$ cat src/rtl/noc_pkg.sv
// Shared NoC router definitions: port indices, port count, allocator state.
package noc_pkg;

    localparam int unsigned NUM_PORTS = 5;
    localparam int unsigned SEL_W     = 3;

    localparam logic [SEL_W-1:0] PORT_L = 3'd0;
    localparam logic [SEL_W-1:0] PORT_N = 3'd1;
    localparam logic [SEL_W-1:0] PORT_E = 3'd2;
    localparam logic [SEL_W-1:0] PORT_S = 3'd3;
    localparam logic [SEL_W-1:0] PORT_W = 3'd4;

    typedef enum logic [0:0] {
        ST_IDLE   = 1'b0,
        ST_LOCKED = 1'b1
    } alloc_state_e;

endpackage

$ cat src/rtl/rr_priority_pick.sv
// Combinational round-robin picker: first requester after last_served_i,
// wrapping modulo NUM_PORTS.
//   req_i         : per-port requests
//   last_served_i : index of the most recently served port
//   winner_o      : one-hot winner (zero when no request)
//   idx_o         : binary index of the winner
//   any_o         : at least one request present
module rr_priority_pick
    import noc_pkg::*;
#(
    parameter int unsigned NUM_PORTS = noc_pkg::NUM_PORTS
) (
    input  logic [NUM_PORTS-1:0] req_i,
    input  logic [SEL_W-1:0]     last_served_i,
    output logic [NUM_PORTS-1:0] winner_o,
    output logic [SEL_W-1:0]     idx_o,
    output logic                 any_o
);

    localparam int unsigned IDX_W = (NUM_PORTS > 1) ? $clog2(NUM_PORTS) : 1;

    logic [31:0] cand;
    logic        found;

    // Scan last_served+1 .. last_served+NUM_PORTS; the last candidate is the
    // previous holder itself, so it only wins when nobody else asks.
    always_comb begin
        winner_o = '0;
        idx_o    = '0;
        found    = 1'b0;
        cand     = '0;
        for (int unsigned i = 1; i <= NUM_PORTS; i++) begin
            cand = (32'(last_served_i) + 32'(i)) % 32'(NUM_PORTS);
            if (!found && req_i[IDX_W'(cand)]) begin
                found                     = 1'b1;
                idx_o                     = SEL_W'(cand);
                winner_o[IDX_W'(cand)]    = 1'b1;
            end
        end
    end

    assign any_o = |req_i;

endmodule

$ cat src/rtl/output_port_allocator.sv
// Output-port allocator: locks one input onto this output for a whole packet,
// round-robin between packets.
//   clk, rst      : clock, asynchronous active-high reset
//   req, tail     : per-input flit valid / tail flag
//   credit_avail  : downstream can accept a flit this cycle
//   grant, sel    : registered one-hot grant and its binary index
//   fire          : combinational transfer strobe
//   busy          : lock held
//   timeout       : one-cycle pulse on a forced release
// Optional build macro ALLOC_TIMEOUT_EN adds a stall counter that forces a
// release after TIMEOUT_CYCLES stalled cycles; otherwise timeout is 0.
module output_port_allocator
    import noc_pkg::*;
#(
    parameter int unsigned NUM_PORTS      = noc_pkg::NUM_PORTS,
    parameter int unsigned TIMEOUT_CYCLES = 16
) (
    input  logic                 clk,
    input  logic                 rst,
    input  logic [NUM_PORTS-1:0] req,
    input  logic [NUM_PORTS-1:0] tail,
    input  logic                 credit_avail,
    output logic [NUM_PORTS-1:0] grant,
    output logic [SEL_W-1:0]     sel,
    output logic                 fire,
    output logic                 busy,
    output logic                 timeout
);

    alloc_state_e         state_q, state_d;
    logic [NUM_PORTS-1:0] grant_q, grant_d;
    logic [SEL_W-1:0]     sel_q, sel_d;
    logic [SEL_W-1:0]     last_q, last_d;

    logic [NUM_PORTS-1:0] pick_winner;
    logic [SEL_W-1:0]     pick_idx;
    logic                 pick_any;
    logic                 holder_tail;
    logic                 force_rel;

    rr_priority_pick #(
        .NUM_PORTS (NUM_PORTS)
    ) u_pick (
        .req_i         (req),
        .last_served_i (last_q),
        .winner_o      (pick_winner),
        .idx_o         (pick_idx),
        .any_o         (pick_any)
    );

    // Only the holder's req/tail matter; grant is zero outside LOCKED.
    assign fire        = (|(grant_q & req)) & credit_avail;
    assign holder_tail = |(grant_q & tail);

    // State and grant registers
    always_ff @(posedge clk or posedge rst) begin
        if (rst) begin
            state_q <= ST_IDLE;
            grant_q <= '0;
            sel_q   <= '0;
            last_q  <= SEL_W'(NUM_PORTS - 1);
        end else begin
            state_q <= state_d;
            grant_q <= grant_d;
            sel_q   <= sel_d;
            last_q  <= last_d;
        end
    end

    // Next-state: arbitrate in IDLE, hold the lock until tail fires or timeout
    always_comb begin
        state_d = state_q;
        grant_d = grant_q;
        sel_d   = sel_q;
        last_d  = last_q;
        case (state_q)
            ST_IDLE: begin
                grant_d = '0;
                if (pick_any) begin
                    grant_d = pick_winner;
                    sel_d   = pick_idx;
                    state_d = ST_LOCKED;
                end
            end
            ST_LOCKED: begin
                if ((fire && holder_tail) || force_rel) begin
                    grant_d = '0;
                    last_d  = sel_q;
                    state_d = ST_IDLE;
                end
            end
            default: begin
                grant_d = '0;
                state_d = ST_IDLE;
            end
        endcase
    end

    assign grant = grant_q;
    assign sel   = sel_q;
    assign busy  = (state_q == ST_LOCKED);

`ifdef ALLOC_TIMEOUT_EN
    localparam int unsigned STALL_W = (TIMEOUT_CYCLES > 1) ? $clog2(TIMEOUT_CYCLES) : 1;

    logic [STALL_W-1:0] stall_q, stall_d;
    logic               timeout_q;

    // Stall counter: counts LOCKED cycles without a transfer
    always_comb begin
        stall_d   = '0;
        force_rel = 1'b0;
        if (state_q == ST_LOCKED && !fire) begin
            if (stall_q == STALL_W'(TIMEOUT_CYCLES - 1)) begin
                force_rel = 1'b1;
            end else begin
                stall_d = stall_q + STALL_W'(1);
            end
        end
    end

    always_ff @(posedge clk or posedge rst) begin
        if (rst) begin
            stall_q   <= '0;
            timeout_q <= 1'b0;
        end else begin
            stall_q   <= stall_d;
            timeout_q <= force_rel;
        end
    end

    assign timeout = timeout_q;
`else
    assign force_rel = 1'b0;
    assign timeout   = 1'b0;
`endif

endmodule

$ cat config.mk
export PLATFORM = sky130hd
export DESIGN_NAME = output_port_allocator
export DESIGN_NICKNAME = d
export VERILOG_FILES = /design/src/rtl/noc_pkg.sv /design/src/rtl/rr_priority_pick.sv /design/src/rtl/output_port_allocator.sv
export SDC_FILE = /design/constraint.sdc
export NUM_CORES = 1
export LEC_CHECK = 0
export ABC_CLOCK_PERIOD_IN_PS = 11150
export CAP_MARGIN = 0
export CORE_MARGIN = 1.5
export CORE_UTILIZATION = 55
export CTS_BUF_LIST = sky130_fd_sc_hd__clkbuf_2
export CTS_CLUSTER_DIAMETER = 60
export CTS_CLUSTER_SIZE = 20
export DETAILED_ROUTE_END_ITERATION = 7
export PLACE_DENSITY = 0.77
export SLEW_MARGIN = 20
export SYNTH_ARGS = -nofsm -noshare
export SYNTH_HDL_FRONTEND = slang
export SYNTH_SLANG_ARGS = --single-unit
$ cat constraint.sdc
create_clock -name clk -period 11.15 [get_ports clk]
set_input_delay 2.7875 -clock clk [delete_from_list [all_inputs] [get_ports clk]]
set_output_delay 2.7875 -clock clk [all_outputs]
set_load 0.05 [all_outputs]
==> impl_summary.log <==
[metrics] synthesized-area fraction occupied by and/or/nand/nor cells: 0.256
[metrics] All-Layer GR Usage: 0.278
[metrics] DR DRC count: 0
[metrics] via/cell ratio: 6.52
[metrics] chip width: 73.7 µm
[metrics] Avg WL per Cell: 16.9 µm
[metrics] top cells by area, synth: sky130_fd_sc_hd__dfrtp_1, sky130_fd_sc_hd__ha_1, sky130_fd_sc_hd__mux2i_1, sky130_fd_sc_hd__a21oi_1, sky130_fd_sc_hd__nand2_1
[metrics] share of synthesized flip-flops with an asynchronous set or reset: 1.00
[metrics] path class of the lowest-slack min-delay path: reg -> reg
[metrics] Worst Max-Slew Pin Slew: ~0.96 ns
[metrics] number of max-capacitance violations reported: 0
[metrics] global-route wire length before repair: about 12 mm
[metrics] share of synthesized area spent on multiplexers: 0.0919
[metrics] RD Place Congestion: between 0.9 and 1
[metrics] Congestion Overflow GR: 0
[metrics] Worst Path Arrival: approximately 4.8 ns
[metrics] Total Die Area: approximately 5400 µm²
[metrics] Synth cell types: 85
[metrics] post-synthesis compound-gate area fraction: 0.324
[metrics] Post-Synthesis Cell Area: roughly 2800 µm²
[metrics] Post-CTS Setup Repair Bufs: 0
[metrics] post-synthesis sequential area ratio: 0.110
[metrics] Post-Synth XOR/XNOR Area: 0.0446
[metrics] most frequent cells in the layout: sky130_fd_sc_hd__nand2_1, sky130_fd_sc_hd__nor2_1, sky130_fd_sc_hd__a21oi_1, sky130_fd_sc_hd__ha_1, sky130_fd_sc_hd__clkdlybuf4s50_1
[metrics] Fin Clk Skew: between 0.01 and 0.015 ns
[metrics] final setup violation count: 0
[metrics] vias in the first global route: approximately 2.6k
[metrics] final hold violations: 0
[metrics] clock buffer depth: 2
[metrics] critical path class: in -> out
[metrics] number of buffers inserted for hold repair after clock tree synthesis: 0
[metrics] startpoint class of the critical path: primary input
[metrics] overall die height: about 74 µm
[metrics] CTS Root Cell: sky130_fd_sc_hd__clkbuf_2
[metrics] crit-path leading delay family: buffers and inverters
[metrics] Max-Slew Margin vs Limit: 0.351
[metrics] primary flip-flop cell chosen by synthesis mapping: sky130_fd_sc_hd__dfrtp_1
[metrics] Clock Latency Late Sink: approximately 0.26 ns
[metrics] count of warnings emitted by yosys: 0
[metrics] ratio of cells with drive above 1 in the final layout: 0.0972
[metrics] clock period minus worst slack: around 7.6 ns
[metrics] placement row count: 25
[metrics] highest attainable clock frequency: around 130 MHz
[metrics] antenna violations before repair: 0
[metrics] CTS clock-pin slew for the worst setup and hold paths: 0.09 ns
[metrics] post-place instance area: 2950 µm²
[metrics] Inserted Clock Buffers: 3
[metrics] CTS Sinks: 12
[metrics] RSZ-0062 raised after global routing: no
[metrics] # port buffers: 22
[metrics] gate count of the mapped netlist: about 360
[metrics] vias after detailed routing: 2,786
[metrics] buffer and inverter count on the worst path: 3
[metrics] Area Growth Syn to Fin: 7.87%
[metrics] Design Area, Final: ~3000 µm²
[metrics] Placeable Area: approximately 4800 µm²
[metrics] highest net fanout along the worst path: 13
[metrics] slowest cell on the critical path: sky130_fd_sc_hd__clkdlybuf4s50_1
[metrics] dominant combinational cell family by area after synthesis: compound AO/OA/AOI/OAI gates
[metrics] number of flops mapped to enable cells by yosys: 0
[metrics] Total Wirelength: between 7 and 8 mm
[metrics] max-slew violation count: 0
[metrics] first-pass iteration count of the detailed router: 6
[metrics] fin crit share: 0.679
[metrics] largest net degree at the start of global routing: 40
[metrics] syn_area_per_cell: between 7 and 8 µm²
[metrics] H-tree levels: 1
[metrics] type of destination of the critical path: primary output
[metrics] Starting Density: 0.575
[metrics] slack of the worst reg-to-reg path: about 5.9 ns
[metrics] number of flip-flops and latches in the synthesized netlist: 12
[metrics] crit-path max cell delay: a little under 0.7 ns
[metrics] post-CTS sizing: 0
[metrics] placed wire-length estimate: about 5.4 mm
[metrics] fraction of the mapped netlist area in adder cells: 0.100
[metrics] CTS tree: yes
[metrics] worst path cell trace: clkdlybuf4s50_1 > a222oi_1 > nand2_1 > nand2_1 > inv_1 > clkdlybuf4s50_1
[metrics] Inserted Diodes: 0
[metrics] number of placed I/O pins: 24
[metrics] status: complete, no violations
[metrics] violation count after the first detailed-route iteration: approximately 230
[metrics] nets: 396
[metrics] post-synth top area share: 0.100
[metrics] ANT nets after route: 0
[metrics] setup total negative slack: 0 ns
[metrics] syn_nets: approximately 390
[metrics] required time at the worst-slack endpoint: approximately 8.4 ns
[metrics] cell type with the largest total area after synthesis: sky130_fd_sc_hd__dfrtp_1
[metrics] most common library cell in the layout ignoring fill and taps: sky130_fd_sc_hd__nand2_1
==> layer usage <==
layer	vias up	GRT usage	wire length [µm]
met2	84	0.462	3490
met5	-	0	0
met3	12	0.0219	321
met4	0	0.0905	87
li1	1358	-	-
met1	1332	0.380	3320
==> flip-flops by register name, indices dropped and copies added, names as in the netlist <==
signal  flops
sel         3
busy        1
last_q      3
grant       5
==> synth_stat cells (3+ instances only) <==
library cell	instances
sky130_fd_sc_hd__ha_1	22
sky130_fd_sc_hd__nor2b_1	6
sky130_fd_sc_hd__nor4_1	3
sky130_fd_sc_hd__mux2i_1	14
sky130_fd_sc_hd__a211oi_1	3
sky130_fd_sc_hd__o21ai_0	14
sky130_fd_sc_hd__o21a_1	5
sky130_fd_sc_hd__nand2_1	28
sky130_fd_sc_hd__buf_2	8
sky130_fd_sc_hd__a22oi_1	5
sky130_fd_sc_hd__nor3b_1	3
sky130_fd_sc_hd__buf_4	4
sky130_fd_sc_hd__a221oi_1	3
sky130_fd_sc_hd__or3_1	4
sky130_fd_sc_hd__a21oi_1	23
sky130_fd_sc_hd__dfrtp_1	11
sky130_fd_sc_hd__mux2_2	6
sky130_fd_sc_hd__nand4_1	7
sky130_fd_sc_hd__o41ai_1	3
sky130_fd_sc_hd__inv_1	20
sky130_fd_sc_hd__o211ai_1	3
sky130_fd_sc_hd__o21ai_1	5
sky130_fd_sc_hd__a211o_1	4
sky130_fd_sc_hd__nand2b_1	11
sky130_fd_sc_hd__xnor2_1	9
sky130_fd_sc_hd__nor2_1	24
sky130_fd_sc_hd__nand3_1	12
sky130_fd_sc_hd__a32oi_1	3
sky130_fd_sc_hd__clkbuf_1	10
sky130_fd_sc_hd__nor3_1	10
sky130_fd_sc_hd__o31a_1	3
==> per-stage QoR <==
step	setup WS (ns)	hold slack (ns)	std cells	utilization
detailed placement	3.58	0.532	423	0.616
floorplan	4.74	0.706	357	-
global placement	3.63	0.513	423	0.616
CTS	3.60	0.556	427	0.620
finish	3.58	0.549	427	0.620
global route	3.46	0.571	427	0.620
==> kinds of logic after synthesis <==
kind of cell             count (synthesis)
other                                    1
adder cells (fa/ha/maj)                 22
flip-flops                              12
buffers and inverters                   46
multiplexers                            22
AND/OR/NAND/NOR                        128
AO/OA/AOI/OAI                          115
XOR/XNOR                                11
==> worst paths after layout <==
path / startpoint / to / cells past startpoint
max: req[0] / fire / 6
min: sel[2] / sel[2] / 2
max reg2reg: last_q[1] / sel[0] / 14
min reg2reg: sel[2] / sel[2] / 2
max in group asynchronous: rst / last_q[2] / 2
min in group asynchronous: rst / grant[4] / 2
==> tightest hold or removal path, delay by kind of cell (launching register included) <==
kind,cells,cell delay (ns)
DFF,1,0.39
and+or+nand+nor,1,0.06
AOI/OAI and AO/OA,1,0.06
==> final cells by class <==
class	instances	area, µm²
well taps	67	83.8
inverters	22	82.6
fillers	417	1820
clock buffers	4	20.0
flip-flops and latches	12	302
repair buffers	23	228
multi-input cells	299	2250
Power is left out: the tool's default activity adds up to more than one toggle a clock period on the data nets, which glitch-free logic cannot reach.
